`src/rtl/ball_motion_ctrl.sv`:
```
// ---------------------------------------------------------------------------
// ball_motion_ctrl
//   Frame-synchronous controller for the bouncing-ball datapath. On the first
//   cycle of vertical blanking it runs a short IDLE->CALC_X->CALC_Y->COMMIT
//   sequence that computes the next ball position, direction, colour and
//   bounce count, then commits them together so the draw logic sees stable
//   values for the whole active frame. Board switches are synchronised and
//   debounced here: pause (toggle), speed (level) and home (request).
//
// Optional feature macro: BOUNCE_FLASH_EN
//   Defined   : o_Flash stays high for 7 frame ticks after any wall hit.
//   Undefined : o_Flash is tied low and no flash counter exists.
//
// Ports:
//   i_Clk           pixel clock
//   i_Rst_L         asynchronous active-low reset
//   i_Row/i_Column  current VGA row/column from the timing counters
//   i_Switch_Pause  raw switch, each accepted press toggles pause
//   i_Switch_Speed  raw switch, debounced high = step 2, low = step 1
//   i_Switch_Home   raw switch, accepted press requests re-home
//   o_Ball_X/Y      committed ball top-left position
//   o_Color         committed RGB 3:3:3 colour
//   o_Bounce_Count  wall hits, wraps mod 256
//   o_Paused        pause state
//   o_Busy          high while the frame sequence is running
//   o_Flash         bounce flash indicator
// ---------------------------------------------------------------------------
module ball_motion_ctrl #(
  parameter int H_ACTIVE  = 640,
  parameter int V_ACTIVE  = 480,
  parameter int BALL_SIZE = 5,
  parameter int X_INIT    = 43,
  parameter int Y_INIT    = 71,
  parameter int DEBOUNCE  = 250000
) (
  input  logic       i_Clk,
  input  logic       i_Rst_L,
  input  logic [9:0] i_Row,
  input  logic [9:0] i_Column,
  input  logic       i_Switch_Pause,
  input  logic       i_Switch_Speed,
  input  logic       i_Switch_Home,
  output logic [9:0] o_Ball_X,
  output logic [9:0] o_Ball_Y,
  output logic [8:0] o_Color,
  output logic [7:0] o_Bounce_Count,
  output logic       o_Paused,
  output logic       o_Busy,
  output logic       o_Flash
);

  localparam logic [9:0] XMAX       = 10'(H_ACTIVE - BALL_SIZE);
  localparam logic [9:0] YMAX       = 10'(V_ACTIVE - BALL_SIZE);
  localparam logic [9:0] X_HOME     = 10'(X_INIT);
  localparam logic [9:0] Y_HOME     = 10'(Y_INIT);
  localparam logic [9:0] V_TICK_ROW = 10'(V_ACTIVE);

  localparam int               CNT_W    = $clog2(DEBOUNCE + 1);
  localparam logic [CNT_W-1:0] CNT_LAST = CNT_W'(DEBOUNCE - 1);

  localparam logic [8:0] C_HOME   = 9'b111111000;
  localparam logic [8:0] C_RIGHT  = 9'b111000000;
  localparam logic [8:0] C_LEFT   = 9'b000111000;
  localparam logic [8:0] C_BOTTOM = 9'b000000111;
  localparam logic [8:0] C_TOP    = 9'b000111111;

  typedef enum logic [1:0] {S_IDLE, S_CALC_X, S_CALC_Y, S_COMMIT} state_t;

  // Advance one axis by step, clamping at the wall.
  // fwd=1 means increasing coordinate (right/down).
  // Result packs {hit, fwd_next, pos_next}.
  function automatic logic [11:0] wall_step(input logic [9:0] pos,
                                            input logic       fwd,
                                            input logic [1:0] step,
                                            input logic [9:0] lim);
    logic [10:0] sum;
    sum = {1'b0, pos} + {9'b0, step};
    if (fwd) begin
      if (sum >= {1'b0, lim}) return {1'b1, 1'b0, lim};
      return {1'b0, 1'b1, sum[9:0]};
    end
    if (pos <= {8'b0, step}) return {1'b1, 1'b1, 10'd0};
    return {1'b0, 1'b0, pos - {8'b0, step}};
  endfunction

  // Switch index map: 0 pause, 1 speed, 2 home
  logic [2:0]            sw_meta, sw_sync, sw_level, sw_level_d, press;
  logic [2:0][CNT_W-1:0] db_cnt;

  state_t state, state_nxt;
  logic   paused, home_req, frame_tick;

  logic [9:0] ball_x, ball_y;
  logic       dir_x, dir_y;
  logic [8:0] color;
  logic [7:0] bounce;

  logic [1:0]  step_now, step_p1;
  logic [11:0] x_res, y_res;
  logic [9:0]  x_p1, y_p2;
  logic        dir_x_p1, dir_y_p2, hit_x_p1, hit_y_p2;
  logic [8:0]  color_p1, color_p2;

  // ---- switch synchronise + debounce ----
  always_ff @(posedge i_Clk or negedge i_Rst_L) begin
    if (!i_Rst_L) begin
      sw_meta    <= '0;
      sw_sync    <= '0;
      sw_level   <= '0;
      sw_level_d <= '0;
      db_cnt     <= '0;
    end else begin
      sw_meta    <= {i_Switch_Home, i_Switch_Speed, i_Switch_Pause};
      sw_sync    <= sw_meta;
      sw_level_d <= sw_level;
      for (int i = 0; i < 3; i++) begin
        // Count consecutive cycles at the new value; any return resets it.
        if (sw_sync[i] == sw_level[i]) begin
          db_cnt[i] <= '0;
        end else if (db_cnt[i] == CNT_LAST) begin
          db_cnt[i]   <= '0;
          sw_level[i] <= sw_sync[i];
        end else begin
          db_cnt[i] <= db_cnt[i] + 1'b1;
        end
      end
    end
  end

  assign press = sw_level & ~sw_level_d;

  always_ff @(posedge i_Clk or negedge i_Rst_L) begin
    if (!i_Rst_L) begin
      paused   <= 1'b0;
      home_req <= 1'b0;
    end else begin
      if (press[0]) paused <= ~paused;
      // A press landing on COMMIT wins so it is served next frame.
      if (press[2])                home_req <= 1'b1;
      else if (state == S_COMMIT)  home_req <= 1'b0;
    end
  end

  assign frame_tick = (i_Row == V_TICK_ROW) && (i_Column == 10'd0);

  // ---- frame sequencer ----
  always_ff @(posedge i_Clk or negedge i_Rst_L) begin
    if (!i_Rst_L) state <= S_IDLE;
    else          state <= state_nxt;
  end

  always_comb begin
    state_nxt = state;
    case (state)
      S_IDLE:   if (frame_tick && (!paused || home_req)) state_nxt = S_CALC_X;
      S_CALC_X: state_nxt = S_CALC_Y;
      S_CALC_Y: state_nxt = S_COMMIT;
      default:  state_nxt = S_IDLE;
    endcase
  end

  assign o_Busy = (state != S_IDLE);

  assign step_now = sw_level[1] ? 2'd2 : 2'd1;
  assign x_res    = wall_step(ball_x, dir_x, step_now, XMAX);
  assign y_res    = wall_step(ball_y, dir_y, step_p1, YMAX);

  always_ff @(posedge i_Clk or negedge i_Rst_L) begin
    if (!i_Rst_L) begin
      ball_x   <= X_HOME;
      ball_y   <= Y_HOME;
      dir_x    <= 1'b1;
      dir_y    <= 1'b1;
      color    <= C_HOME;
      bounce   <= '0;
      step_p1  <= 2'd1;
      x_p1     <= X_HOME;
      dir_x_p1 <= 1'b1;
      hit_x_p1 <= 1'b0;
      color_p1 <= C_HOME;
      y_p2     <= Y_HOME;
      dir_y_p2 <= 1'b1;
      hit_y_p2 <= 1'b0;
      color_p2 <= C_HOME;
    end else begin
      case (state)
        // ---- stage p1: horizontal step, speed sampled here ----
        S_CALC_X: begin
          step_p1                        <= step_now;
          {hit_x_p1, dir_x_p1, x_p1}     <= x_res;
          color_p1 <= x_res[11] ? (dir_x ? C_RIGHT : C_LEFT) : color;
        end
        // ---- stage p2: vertical step; a Y hit colour overrides X ----
        S_CALC_Y: begin
          {hit_y_p2, dir_y_p2, y_p2}     <= y_res;
          color_p2 <= y_res[11] ? (dir_y ? C_BOTTOM : C_TOP) : color_p1;
        end
        // ---- commit: all outputs update together ----
        S_COMMIT: begin
          if (home_req) begin
            ball_x <= X_HOME;
            ball_y <= Y_HOME;
            dir_x  <= 1'b1;
            dir_y  <= 1'b1;
            color  <= C_HOME;
          end else begin
            ball_x <= x_p1;
            ball_y <= y_p2;
            dir_x  <= dir_x_p1;
            dir_y  <= dir_y_p2;
            color  <= color_p2;
            bounce <= bounce + {7'b0, hit_x_p1} + {7'b0, hit_y_p2};
          end
        end
        default: ;
      endcase
    end
  end

`ifdef BOUNCE_FLASH_EN
  logic [2:0] flash_cnt;

  always_ff @(posedge i_Clk or negedge i_Rst_L) begin
    if (!i_Rst_L) begin
      flash_cnt <= '0;
    end else if (state == S_COMMIT && !home_req && (hit_x_p1 || hit_y_p2)) begin
      flash_cnt <= 3'd7;
    end else if (frame_tick && flash_cnt != 3'd0) begin
      flash_cnt <= flash_cnt - 3'd1;
    end
  end

  assign o_Flash = (flash_cnt != 3'd0);
`else
  assign o_Flash = 1'b0;
`endif

  assign o_Ball_X       = ball_x;
  assign o_Ball_Y       = ball_y;
  assign o_Color        = color;
  assign o_Bounce_Count = bounce;
  assign o_Paused       = paused;

endmodule

```
`config.mk`:
```
export PLATFORM = sky130hd
export DESIGN_NAME = ball_motion_ctrl
export DESIGN_NICKNAME = d
export VERILOG_FILES = /design/src/rtl/ball_motion_ctrl.sv
export SDC_FILE = /design/constraint.sdc
export NUM_CORES = 1
export LEC_CHECK = 0
export BUFFER_PORTS_ARGS = -buffer_cell sky130_fd_sc_hd__buf_2
export CAP_MARGIN = 10
export CORE_AREA = 5 5 133 135
export CTS_CLUSTER_SIZE = 12
export DETAILED_ROUTE_END_ITERATION = 8
export DIE_AREA = 0 0 138 140
export PLACE_DENSITY = 0.67
export SYNTH_ARGS = -nofsm -noshare
export SYNTH_HDL_FRONTEND = slang
export SYNTH_SLANG_ARGS = --single-unit
```
`constraint.sdc`:
```
create_clock -name i_Clk -period 5.3 [get_ports i_Clk]
set_clock_uncertainty 0.1 [all_clocks]
set_input_delay 1.59 -clock i_Clk [delete_from_list [all_inputs] [get_ports i_Clk]]
set_output_delay 1.59 -clock i_Clk [all_outputs]
set_load 0.005 [all_outputs]
```
==> results by group <==
Layout
  • Post-Layout Inst Area: 9037 µm²
  • Fraction of layout cells with a size suffix above 1: 17.94%
  • Final net count: just over 900
  • ANT cells: 0
  • Area Growth Syn to Fin: 13.46%
  • Fillers: 1,486
  • Reg area: about 3900 µm²
  • Area occupied by multi-input gates: around 3800 µm²

Detailed routing
  • Avg WL per Cell: 16.54 µm
  • Final WL: 18,390 µm
  • Via count: between 6,000 and 7,000
  • DR iter-0 viols: 551
  • DRT Pass-1 Iters: 5
  • Final ANT Viol Nets: 0
  • Vias/cell: around 5.7
  • DR DRC count: 0

Clock network
  • H-tree depth: 4
  • Post-CTS Setup Bufs: 0
  • Post_cts resized: 0
  • CTS Buf Count: 17
  • CTS tree: done
  • Deepest clock path buffer count: 2
  • Root Driver: clkbuf_16
  • Clock Latency Late Sink: 0.42 ns
  • Post-CTS Hold Buffers: 0
  • Clock sink total: between 150 and 200
  • Worst-path clk slew: 0.06 ns

Synthesis
  • Cells after Synth: 830
  • Top FF cell, synth: dfrtp_1
  • Synth Cell Area: 7965 µm²
  • Synth cell types: 68
  • Async SR Flop Fraction: between 90% and 100%
  • Sequential fraction of the synthesis area: 48.37%
  • Synth Net Count: 876
  • Post-synth EDFFs: 0
  • Seq cells post-synth: 152
  • Yosys warns: 0
  • Synthesized area per cell: 9.597 µm²

Power
  • Power Density: 499.8 nW/µm²
  • Reg power frac: 39.6%
  • Comb power frac: 34.0%
  • Clock share of power: 26.4%
  • Psw: 1639 µW
  • Peak VDD IR: approximately 0.00029 V
  • Internal Pwr Total: between 2000 and 3000 µW
  • Leak Pwr: between 0.003 and 0.004 µW
  • Sw frac: 36.30%

Worst setup path
  • Crit path cell chain: inv_1 > ha_1 > inv_1 > fa_1 > nand4b_1 > or4_1 > a311o_1 > a21o_1 > a221o_1
  • Crit end category: flip-flop
  • Crit-path max cell delay: 0.49 ns
  • Critical Path Source Type: flip-flop
  • Critical path data arrival time: 3.71 ns
  • Worst R2R Path Depth: 9
  • Critical Path RT: 5.50 ns
  • CP Max Fanout: 8
  • Worst Setup Path Type: flip-flop to flip-flop
  • Cell mode on critical path: inv_1
  • CP max-delay cell: fa_1

Timing
  • Worst rel slew slack: 47.85%
  • Setup tns final: 0 ns
  • Final Critical Period: 3.508 ns
  • Slew @ Worst Pin: 0.7814 ns
  • Unrepaired setup endpoints after global routing: false
  • Slew Viols, Final: 0
  • Period utilization: 66.19%
  • Max Freq: 0.2850 GHz
  • # setup viols final: 0
  • Count of final hold-check violations: 0

Floorplan
  • Die area: 19,320 µm²
  • Chip height: 140 µm
  • Core Area: about 16,000 µm²
  • Row count: 47
  • IO Pins: 65
  • Die width: between 100 and 150 µm
  • Initial Utilization: about half

Placed design
  • IO Port Bufs: 63
  • Final GP Congestion: 0.8878
  • Dpl cell area: 8454 µm²
  • DPL Wire Length: 12,430 µm

GRT
  • Largest net degree at the start of global routing: about 90
  • Remaining global-route overflow: 0
  • All-Layer GR Usage: roughly a fifth
  • Initial antenna violation count: 0
  • Vias in the first global route: 6,202
  • Global-route wire length before repair: 31,220 µm

Min path
  • Hold Crit Depth: 0
  • Worst hold path class: flip-flop to flip-flop

Run
  • Maxcap violations: 0

Status
  • Status: completed
## power groups by stage
stage	clock network (µW)	registers [µW]	logic, µW
final	1190	1790	1530
after global routing	1270	1830	1720
after CTS	1220	1790	1540
after detailed placement	0	1800	1520
after global placement	0	1800	1490
after floorplan	0	1680	1160
## flip-flops by register name (all words and copies together), names as in the netlist, 3 cells and up
name	count
db_cnt	54
sw_level	3
o_Bounce_Count	8
y_p2	10
o_Ball_X	10
o_Color	9
sw_sync	3
color_p1	9
o_Ball_Y	10
color_p2	9
x_p1	10
sw_meta	3
## cells in the mapped netlist (3+ instances only)
master       n  area [µm²]
dfrtp_1    113        2828
nor2_1     106       397.9
nand2_1     54       202.7
nand3_1     49       245.2
o21ai_0     48       240.2
xnor2_1     48       420.4
inv_1       47       176.4
dfstp_2     39        1025
xor2_1      34       297.8
a21oi_1     29       145.1
clkbuf_1    27       101.4
nor3_1      22       110.1
ha_1        16       200.2
nor4_1      14       87.58
o2bb2ai_1   14       122.6
nor2b_1     12       75.07
a31oi_1     11       68.82
nand4_1     10       62.56
and3_1       8       50.05
a21o_1       7       52.55
o22ai_1      7       43.79
and2_1       6       37.54
buf_1        6       22.52
mux2_2       6       67.56
and4_1       5       43.79
fa_1         5       100.1
nand2b_1     5       31.28
o21a_1       5       37.54
a31o_2       4       35.03
nand3b_1     4       30.03
o2111ai_1    4       35.03
o211ai_1     4       30.03
or4_1        4       30.03
buf_4        3       22.52
nand4b_1     3       26.28
o221a_2      3       33.78
o22a_1       3       26.28
## final timing paths
path,slack [ns],start,endpoint
setup reg to reg,1.79,sw_level[1],x_p1[7]
min in group asynchronous,1.07,i_Rst_L,o_Ball_Y[4]
setup / recovery,1.79,sw_level[1],x_p1[7]
hold / removal,0.25,sw_meta[2],sw_sync[2]
max in group asynchronous,3.13,i_Rst_L,o_Ball_X[1]
hold reg to reg,0.25,sw_meta[2],sw_sync[2]
## per-layer routing
| metal | vias up | share of wire (%) | track usage (%) |
|---|---|---|---|
| li1 | 2999 | - | - |
| met1 | 3056 | 45 | 26.55 |
| met2 | 194 | 47 | 30.73 |
| met3 | 41 | 5.3 | 3.988 |
| met4 | 0 | 2.2 | 7.228 |
| met5 | - | 0 | 0 |
## layout by cell type (no fill, tap or decap), drive strengths merged, types with 10 or more instances in the layout
cell / n
nor4: 14
nor2b: 12
nand2: 54
xor2: 34
o21ai: 48
buf: 69
dfstp: 39
a31oi: 11
xnor2: 48
nor3: 22
nor2: 106
dfrtp: 113
a21oi: 29
inv: 47
ha: 16
nand4: 10
clkbuf: 20
nand3: 49
o2bb2ai: 14
## final cells by class
| cell class | instances | area share (%) |
|---|---|---|
| flip-flops and latches | 152 | 42.63 |
| well taps | 220 | 3.046 |
| clock buffers | 20 | 5.053 |
| clock inverters | 12 | 1.398 |
| multi-input cells | 592 | 41.73 |
| repair buffers | 69 | 4.195 |
| inverters | 47 | 1.952 |
## logic make-up after synthesis
group | after synthesis | share of synthesized area, %
and+or+nand+nor | 312 | 19.18
adders and majority gates | 21 | 3.770
AOI/OAI and AO/OA | 168 | 14.20
DFF | 152 | 48.37
buffers and inverters | 86 | 4.320
muxes | 8 | 1.100
other | 1 | 0.04708
xor gates and xnor gates | 82 | 9.017
## worst max-delay path: cells and delay by family (launching register included)
| kind | cells | cell delay [ns] |
|---|---|---|
| AOI/OAI and AO/OA | 3 | 0.99 |
| adders and majority gates | 2 | 0.71 |
| buffers and inverters | 2 | 0.29 |
| DFF | 1 | 0.41 |
| and+or+nand+nor | 2 | 0.89 |
## stage by stage
stage	hold slack [ns]	setup WS (ns)	instances	util (%)	power, µW
after floorplan	0.2312	2.196	830	-	2844
after global placement	0.2327	1.919	1080	51.71	3285
after detailed placement	0.2387	1.808	1080	51.71	3324
after CTS	0.2521	1.813	1112	55.28	4539
after global routing	0.2703	1.559	1112	55.28	4825
final	0.2488	1.792	1112	55.28	4517
Note: power is estimated with default switching activity, not from simulation.
